===== src/rtl/bcd_count_ctrl.sv =====
// bcd_count_ctrl: two-digit BCD up/down counter with a run/hold/idle
// sequencer and a prescaled step rate. The digit outputs feed the two
// seven-segment decoders directly, so only validated BCD codes ever reach them.

module bcd_count_ctrl #(
  parameter int unsigned TICK_DIV = 50_000_000  // clock cycles per count step, >= 2
) (
  input  logic       Clock,
  input  logic       Resetn,
  input  logic       clear,
  input  logic       load,
  input  logic [7:0] load_val,
  input  logic       run,
  input  logic       up,
  output logic [3:0] digit1,
  output logic [3:0] digit0,
  output logic       tick,
  output logic       wrap,
  output logic       load_err,
  output logic [1:0] state
);

  // Prescaler width: enough bits to hold TICK_DIV-1.
  localparam int unsigned PS_W = (TICK_DIV > 2) ? $clog2(TICK_DIV) : 1;
  localparam logic [PS_W-1:0] PS_LAST = PS_W'(TICK_DIV - 1);

  typedef enum logic [1:0] {
    ST_IDLE = 2'b00,
    ST_RUN  = 2'b01,
    ST_HOLD = 2'b10,
    ST_BAD  = 2'b11   // unreachable encoding, recovers to IDLE
  } state_t;

  state_t cur_state, nxt_state;

  logic [PS_W-1:0] presc, presc_nxt;
  logic [3:0]      d1_nxt, d0_nxt;
  logic            tick_nxt, wrap_nxt, err_nxt;

  // Step candidates computed from the current digits and direction.
  logic [3:0]      step_d1, step_d0;
  logic            step_wrap;

  logic            load_ok;
  logic            at_last;

  assign load_ok = (load_val[7:4] <= 4'd9) && (load_val[3:0] <= 4'd9);
  assign at_last = (presc == PS_LAST);
  assign state   = cur_state;

  // State register.
  // NOTE: reset is synchronous here, so it lives inside the clocked branch
  // rather than in the sensitivity list; it also outranks every other input.
  // NOTE: sequential state uses non-blocking assignment so every register
  // samples the pre-edge values of its neighbours.
  always_ff @(posedge Clock) begin
    if (!Resetn) begin
      cur_state <= ST_IDLE;
    end else begin
      cur_state <= nxt_state;
    end
  end

  // Next-state logic: run level drives RUN/HOLD, clear forces IDLE.
  // NOTE: every output of a combinational block gets a default first so no
  // path leaves it unassigned, which would otherwise infer a latch.
  always_comb begin
    nxt_state = cur_state;
    case (cur_state)
      ST_IDLE: if (run)  nxt_state = ST_RUN;
      ST_RUN:  if (!run) nxt_state = ST_HOLD;
      ST_HOLD: if (run)  nxt_state = ST_RUN;
      default:           nxt_state = ST_IDLE;
    endcase
    if (clear) begin
      nxt_state = ST_IDLE;
    end
  end

  // BCD step: units carry/borrow into tens, 99<->00 flags a wrap.
  always_comb begin
    step_d1   = digit1;
    step_d0   = digit0;
    step_wrap = 1'b0;
    if (up) begin
      if (digit0 == 4'd9) begin
        step_d0 = 4'd0;
        if (digit1 == 4'd9) begin
          step_d1   = 4'd0;
          step_wrap = 1'b1;
        end else begin
          step_d1 = digit1 + 4'd1;
        end
      end else begin
        step_d0 = digit0 + 4'd1;
      end
    end else begin
      if (digit0 == 4'd0) begin
        step_d0 = 4'd9;
        if (digit1 == 4'd0) begin
          step_d1   = 4'd9;
          step_wrap = 1'b1;
        end else begin
          step_d1 = digit1 - 4'd1;
        end
      end else begin
        step_d0 = digit0 - 4'd1;
      end
    end
  end

  // Datapath next values in priority order: clear, load, then prescaled step.
  always_comb begin
    presc_nxt = presc;
    d1_nxt    = digit1;
    d0_nxt    = digit0;
    tick_nxt  = 1'b0;
    wrap_nxt  = 1'b0;
    err_nxt   = 1'b0;
    if (clear) begin
      // A coincident load is dropped silently.
      presc_nxt = '0;
      d1_nxt    = 4'd0;
      d0_nxt    = 4'd0;
    end else if (load) begin
      // Load outranks any step due on this edge; a rejected load only flags.
      if (load_ok) begin
        presc_nxt = '0;
        d1_nxt    = load_val[7:4];
        d0_nxt    = load_val[3:0];
      end else begin
        err_nxt = 1'b1;
      end
    end else begin
      case (cur_state)
        ST_RUN: begin
          if (!at_last) begin
            // Keeps advancing on the edge that drops run, so a resume
            // finishes the remaining TICK_DIV-1-p cycles.
            presc_nxt = presc + PS_W'(1);
          end else if (run) begin
            presc_nxt = '0;
            d1_nxt    = step_d1;
            d0_nxt    = step_d0;
            tick_nxt  = 1'b1;
            wrap_nxt  = step_wrap;
          end
        end
        ST_HOLD: begin
          // Frozen, not cleared.
        end
        default: begin
          presc_nxt = '0;
        end
      endcase
    end
  end

  // Datapath registers: digits, prescaler and the one-cycle pulses.
  always_ff @(posedge Clock) begin
    if (!Resetn) begin
      presc    <= '0;
      digit1   <= 4'd0;
      digit0   <= 4'd0;
      tick     <= 1'b0;
      wrap     <= 1'b0;
      load_err <= 1'b0;
    end else begin
      presc    <= presc_nxt;
      digit1   <= d1_nxt;
      digit0   <= d0_nxt;
      tick     <= tick_nxt;
      wrap     <= wrap_nxt;
      load_err <= err_nxt;
    end
  end

endmodule


===== config.mk =====
export PLATFORM = sky130hd
export DESIGN_NAME = bcd_count_ctrl
export DESIGN_NICKNAME = d
export VERILOG_FILES = /design/src/rtl/bcd_count_ctrl.sv
export SDC_FILE = /design/constraint.sdc
export NUM_CORES = 1
export LEC_CHECK = 0
export ABC_CLOCK_PERIOD_IN_PS = 3970
export CAP_MARGIN = 20
export CORE_UTILIZATION = 30
export CTS_CLUSTER_DIAMETER = 60
export CTS_CLUSTER_SIZE = 20
export DETAILED_ROUTE_END_ITERATION = 10
export PLACE_DENSITY_LB_ADDON = 0.05
export SYNTH_ARGS = -nofsm -noshare
export SYNTH_HDL_FRONTEND = slang
export SYNTH_SLANG_ARGS = --single-unit
export TNS_END_PERCENT = 1

===== constraint.sdc =====
create_clock -name Clock -period 3.97 [get_ports Clock]
set_clock_uncertainty 0.2 [all_clocks]
set_input_delay 1.191 -clock Clock [delete_from_list [all_inputs] [get_ports Clock]]
set_output_delay 1.191 -clock Clock [all_outputs]
set_load 0.01 [all_outputs]

==> out/metrics.cfg, run 1 <==
[drt]
drt_pass1_iterations = 4
wl_microns = 6170
num_vias = 2208
wl_per_cell_microns = 14.5
via_per_inst = 5.17
drc = 0
ant_nets = 0
drtIter0Drc = 114

[floorplanning]
die_h_microns = 91.0
core_area_sq_mm = 0.00769
rows = 32
dieWidth_microns = 91.0
die_area_sq_mm = 0.00829
io_pins = 27
initial_core_util = 0.309

[power]
p_seq_frac = 0.510
p_int_w = 0.000590
power_frac_comb = 0.104
power_switching_w = 0.000194
swShare = 0.248
clockPowerShare = 0.386
p_leak_nw = 0.869
peakVddDrop_mv = 0.109
powerDensity_mw_per_mm2 = 279

[placed_design]
gp_congestion = 0.770
hpwl_microns = 4470
dpl_cell_area_sq_mm = 0.00270
dp.cells = 419
place_ws_ns = 0.489
port_buffers = 26

[cells_and_area]
antenna_cells = 0
mostFrequentLayoutCells = dfxtp_1, nor2_1, clkdlybuf4s50_1
nFillCells = 842
final_nets = 339
drive_above_1_share = 0.0923
finalInstanceArea_sq_mm = 0.00280
instances_no_fill = 427
final_common_cell = dfxtp_1
area_growth_pct = 17.9

[synthesis]
seq_area_frac_synth = 0.328
synth_edf_count = 0
ys.flop_type = dfxtp_1
yosys-top-cells-area = dfxtp_1, a21oi_1, nor2_1, nand3_1, o21ai_0
synth_warnings = 0
synth_fp_nets = 319
synth_cell_types = 62
yosys.area.top_type = dfxtp_1
synth_top_area_frac = 0.328
syn_avg_cell_area_sq_um = 7.82
async_flop_share = 0
synth_seq_cells = 39
syn_area_sq_mm = 0.00238
syn_inst = 304

[sta]
slew-limit-headroom = 0.498
tns_ns = 0
hold_viol_final = 0
finalSetupViolations = 0
slew_viol_final = 0
fmax_mhz = 311
fin_crit_sh = 0.811
rsz0062_at_grt = false
worst_slack_ns = 0.750
fin_crit_ns = 3.22
tightest_slew_ns = 0.746

[cts]
cts_resized = 0
clk_pin_slew_ns = 0.08
post_cts_buffers = 0
cts.htree.levels = 2
insertion_delay_ns = 0.29
cts.sinks = 39
clock-root-buffer = clkbuf_8
cts_buffer_depth = 2
cts_buffers = 5
cts_tree = yes
cts_hold_buf = 0

[global_route]
grt_max_degree = 23
grt_pass1_wl_microns = 10200
grt_pass1_vias = 2002
grt_usage = 0.153
antenna_found_initial = 0
gr-total-overflow = 0

[setup_path]
crit_path_start_kind = input port
worst-setup-path-type = in2reg
cp_max_fo = 5
end_kind = flop
cp.required_ns = 3.94
critical_path_arrival_ns = 3.19

[hold_path]
hp-class = reg2reg

[job]
cap_violations = 0

[outcome]
run_status = completed

==> worst max-delay path, cell delays in order <==
cell	delay (ns)
clkdlybuf4s50_1	0.43
o21ai_0	0.37
nand3_1	0.16
buf_4	0.19
a21boi_0	0.43
nor2b_1	0.23
xnor2_1	0.14
nor2_1	0.05
==> area by class of cell <==
class                           instances  area, sq um  share of cell area
Clock buffer                            8          100              0.0357
Inverter                                4         15.0             0.00535
Multi-Input combinational cell        242         1480               0.526
Sequential cell                        39          781               0.278
Tap cell                              102          128              0.0455
Timing Repair Buffer                   32          305               0.109
==> power by group through the flow <==
stage	logic, W	registers [W]	clock network [W]
floorplan	0.0000546	0.000406	0
global placement	0.0000821	0.000409	0
detailed placement	0.0000819	0.000409	0
CTS	0.0000822	0.000400	0.000313
global route	0.0000904	0.000401	0.000329
finish	0.0000817	0.000400	0.000302
==> worst paths after layout <==
check                   start   endpoint  slack [ns]  cells past startpoint
hold / removal      presc[25]  presc[25]        0.30                      2
hold reg to reg     presc[25]  presc[25]        0.30                      2
setup / recovery  load_val[6]  presc[14]        0.75                      8
setup reg to reg     presc[7]   presc[1]        1.42                      7
==> cell usage after synthesis (2+ instances only) <==
cell,number
a21boi_0,2
a21o_1,2
a21oi_1,25
a22oi_1,2
a311oi_1,2
a31o_2,2
a31oi_1,2
and3_1,7
and3_2,2
and4_1,4
and4_2,3
buf_2,2
clkbuf_1,14
dfxtp_1,39
inv_1,4
mux2i_1,6
nand2_1,22
nand2b_1,5
nand3_1,19
nand4_1,9
nand4b_1,2
nor2_1,33
nor2b_1,5
nor3_1,9
nor4_1,2
nor4bb_1,2
o211ai_1,3
o21ai_0,18
o21ai_1,2
o22ai_1,3
o31ai_1,2
or3_1,9
xnor2_1,7
xor2_1,6
==> kinds of logic after synthesis <==
| family | synth area share |
|---|---|
| mux | 0.0300 |
| simple gates | 0.345 |
| compound gates | 0.192 |
| xor+xnor | 0.0479 |
| flops | 0.328 |
| fa+ha+maj | 0.00526 |
| buf+inv | 0.0515 |
==> stage by stage <==
stage / power [W] / hold WS [ns] / utilization
finish: 0.000784 / 0.299 / 0.365
global route: 0.000820 / 0.330 / 0.365
CTS: 0.000795 / 0.296 / 0.365
detailed placement: 0.000491 / 0.283 / 0.352
global placement: 0.000491 / 0.284 / 0.352
floorplan: 0.000461 / 0.258 / -
==> metal layers <==
| layer | up-vias | track usage | part of all wire |
|---|---|---|---|
| met1 | 1020 | 0.234 | 0.56 |
| met3 | 2 | 0.0302 | 0.040 |
| li1 | 1153 | - | - |
| met5 | - | 0 | 0 |
| met4 | 0 | 0.0397 | 0.0047 |
| met2 | 33 | 0.216 | 0.40 |
==> flip-flops by register name, summed over array words and instances (netlist names) <==
name / count
digit0: 4
tick: 1
presc: 26
wrap: 1
load_err: 1
digit1: 4
state: 2
Note: power is estimated with default switching activity, not from simulation.
==> inputs of run 2 (changes only) <==
- ABC_CLOCK_PERIOD_IN_PS: 3970 -> 3200
- clock period: 3.97 -> 3.2 ns (I/O delays scaled with it)
==> out/metrics.cfg, run 2 (synthesis results as in run 1) <==
[outcome]
run_status = completed

[power]
powerDensity_mw_per_mm2 = 325
peakVddDrop_mv = 0.127
p_leak_nw = 0.908
finalPower_w = 0.000931

[sta]
fmax_mhz = 360
worst_slack_ns = 0.422
rsz0062_at_grt = false
fin_crit_sh = 0.868
slew-limit-headroom = 0.507
fin_crit_ns = 2.78
tightest_slew_ns = 0.732
hold_viol_final = 0
tns_ns = 0
slew_viol_final = 0
finalSetupViolations = 0

[global_route]
grt_pass1_vias = 2139
grt_max_degree = 20
grt_usage = 0.159
antenna_found_initial = 0
gr-total-overflow = 0
grt_pass1_wl_microns = 10600

[cts]
cts_resized = 0
cts_buffer_depth = 2
cts_tree = yes
cts_buffers = 5
insertion_delay_ns = 0.29
cts.htree.levels = 2
clk_pin_slew_ns = 0.08
clock-root-buffer = clkbuf_8
cts.sinks = 39
post_cts_buffers = 0
cts_hold_buf = 0

[cells_and_area]
final_common_cell = dfxtp_1
nFillCells = 836
area_growth_pct = 20.3
post-route-util = 0.372
instances_no_fill = 437
largest_register_ff_count = 26
regMostFlops = presc
final_nets = 349
mostFrequentLayoutCells = dfxtp_1, nor2_1, clkdlybuf4s50_1
biggestRegsByFlops = presc: 26 flops, digit0: 4 flops, digit1: 4 flops
antenna_cells = 0
drive_above_1_share = 0.116

[setup_path]
cp.required_ns = 3.20
worst-r2r-cell-count = 7
r2r_start = presc[17]
end_kind = flop
worst-setup-path-type = in2reg
reg2reg_slack_ns = 0.92
critical_path_arrival_ns = 2.78
r2r_end = presc[1]
crit_path_start_kind = input port
cp_max_fo = 9

[floorplanning]
rows = 32
die_area_sq_mm = 0.00829
die_h_microns = 91.0
dieWidth_microns = 91.0
initial_core_util = 0.309
io_pins = 27
core_area_sq_mm = 0.00769

[drt]
ant_nets = 0
drtIter0Drc = 94
drt_pass1_iterations = 4
wl_per_cell_microns = 14.4
via_per_inst = 5.18
drc = 0
wl_microns = 6290
num_vias = 2263

[placed_design]
dp.cells = 429
place_ws_ns = 0.140
port_buffers = 26
gp_congestion = 0.760
hpwl_microns = 4640

[job]
cap_violations = 0

[hold_path]
min_to = presc[25]
min_from = presc[25]
holdPathStages = 2
hp-class = reg2reg

==> run 2: critical path, stage by stage <==
cell	delay, ns
clkdlybuf4s50_1	0.55
nor4bb_1	0.31
and4_1	0.27
a21oi_2	0.16
nor2_4	0.19
a21oi_1	0.09
a311oi_1	0.24
==> run 2: how the worst max path moves through the flow <==
| stage | from | end | slack [ns] | cells after the start |
|---|---|---|---|---|
| after global routing | run | digit1[0] | 0.29 | 7 |
| after floorplan | load_val[2] | presc[16] | 0.76 | 6 |
| after detailed placement | load_val[2] | presc[8] | 0.14 | 7 |
| final | run | digit1[0] | 0.42 | 7 |
| after global placement | run | digit1[0] | 0.15 | 7 |
| after CTS | run | digit1[0] | 0.43 | 7 |
==> run 2: area by class of cell <==
type | instances | area (sq um) | share of cell area
inverter | 4 | 15.0 | 0.00525
clock buffer | 7 | 76.3 | 0.0267
multi-input combinational | 242 | 1480 | 0.516
tap | 102 | 128 | 0.0446
timing repair buffer | 42 | 380 | 0.133
sequential | 39 | 781 | 0.273
clock inverter | 1 | 5.00 | 0.00175
==> run 2: report_power, final <==
part           internal, W  total (W)  switching (W)
Clock             0.000153   0.000324       0.000171
Combinational    0.0000536   0.000110      0.0000567
Sequential        0.000489   0.000496     0.00000773
Total             0.000695   0.000931       0.000236
==> run 2: per-layer routing <==
metal | wire [microns] | part of all wire | GRT usage | vias to the layer above
li1 | - | - | - | 1171
met1 | 3340 | 0.53 | 0.227 | 1050
met2 | 2670 | 0.42 | 0.241 | 32
met3 | 191 | 0.030 | 0.0302 | 10
met4 | 93 | 0.015 | 0.0476 | 0
met5 | 0 | 0 | 0 | -
==> run 2: metrics by stage <==
step	instance area, sq um	hold WS, ns
after global placement	2780	0.281
after global routing	2860	0.330
after CTS	2860	0.300
final	2860	0.303
after floorplan	2380	0.258
after detailed placement	2780	0.288
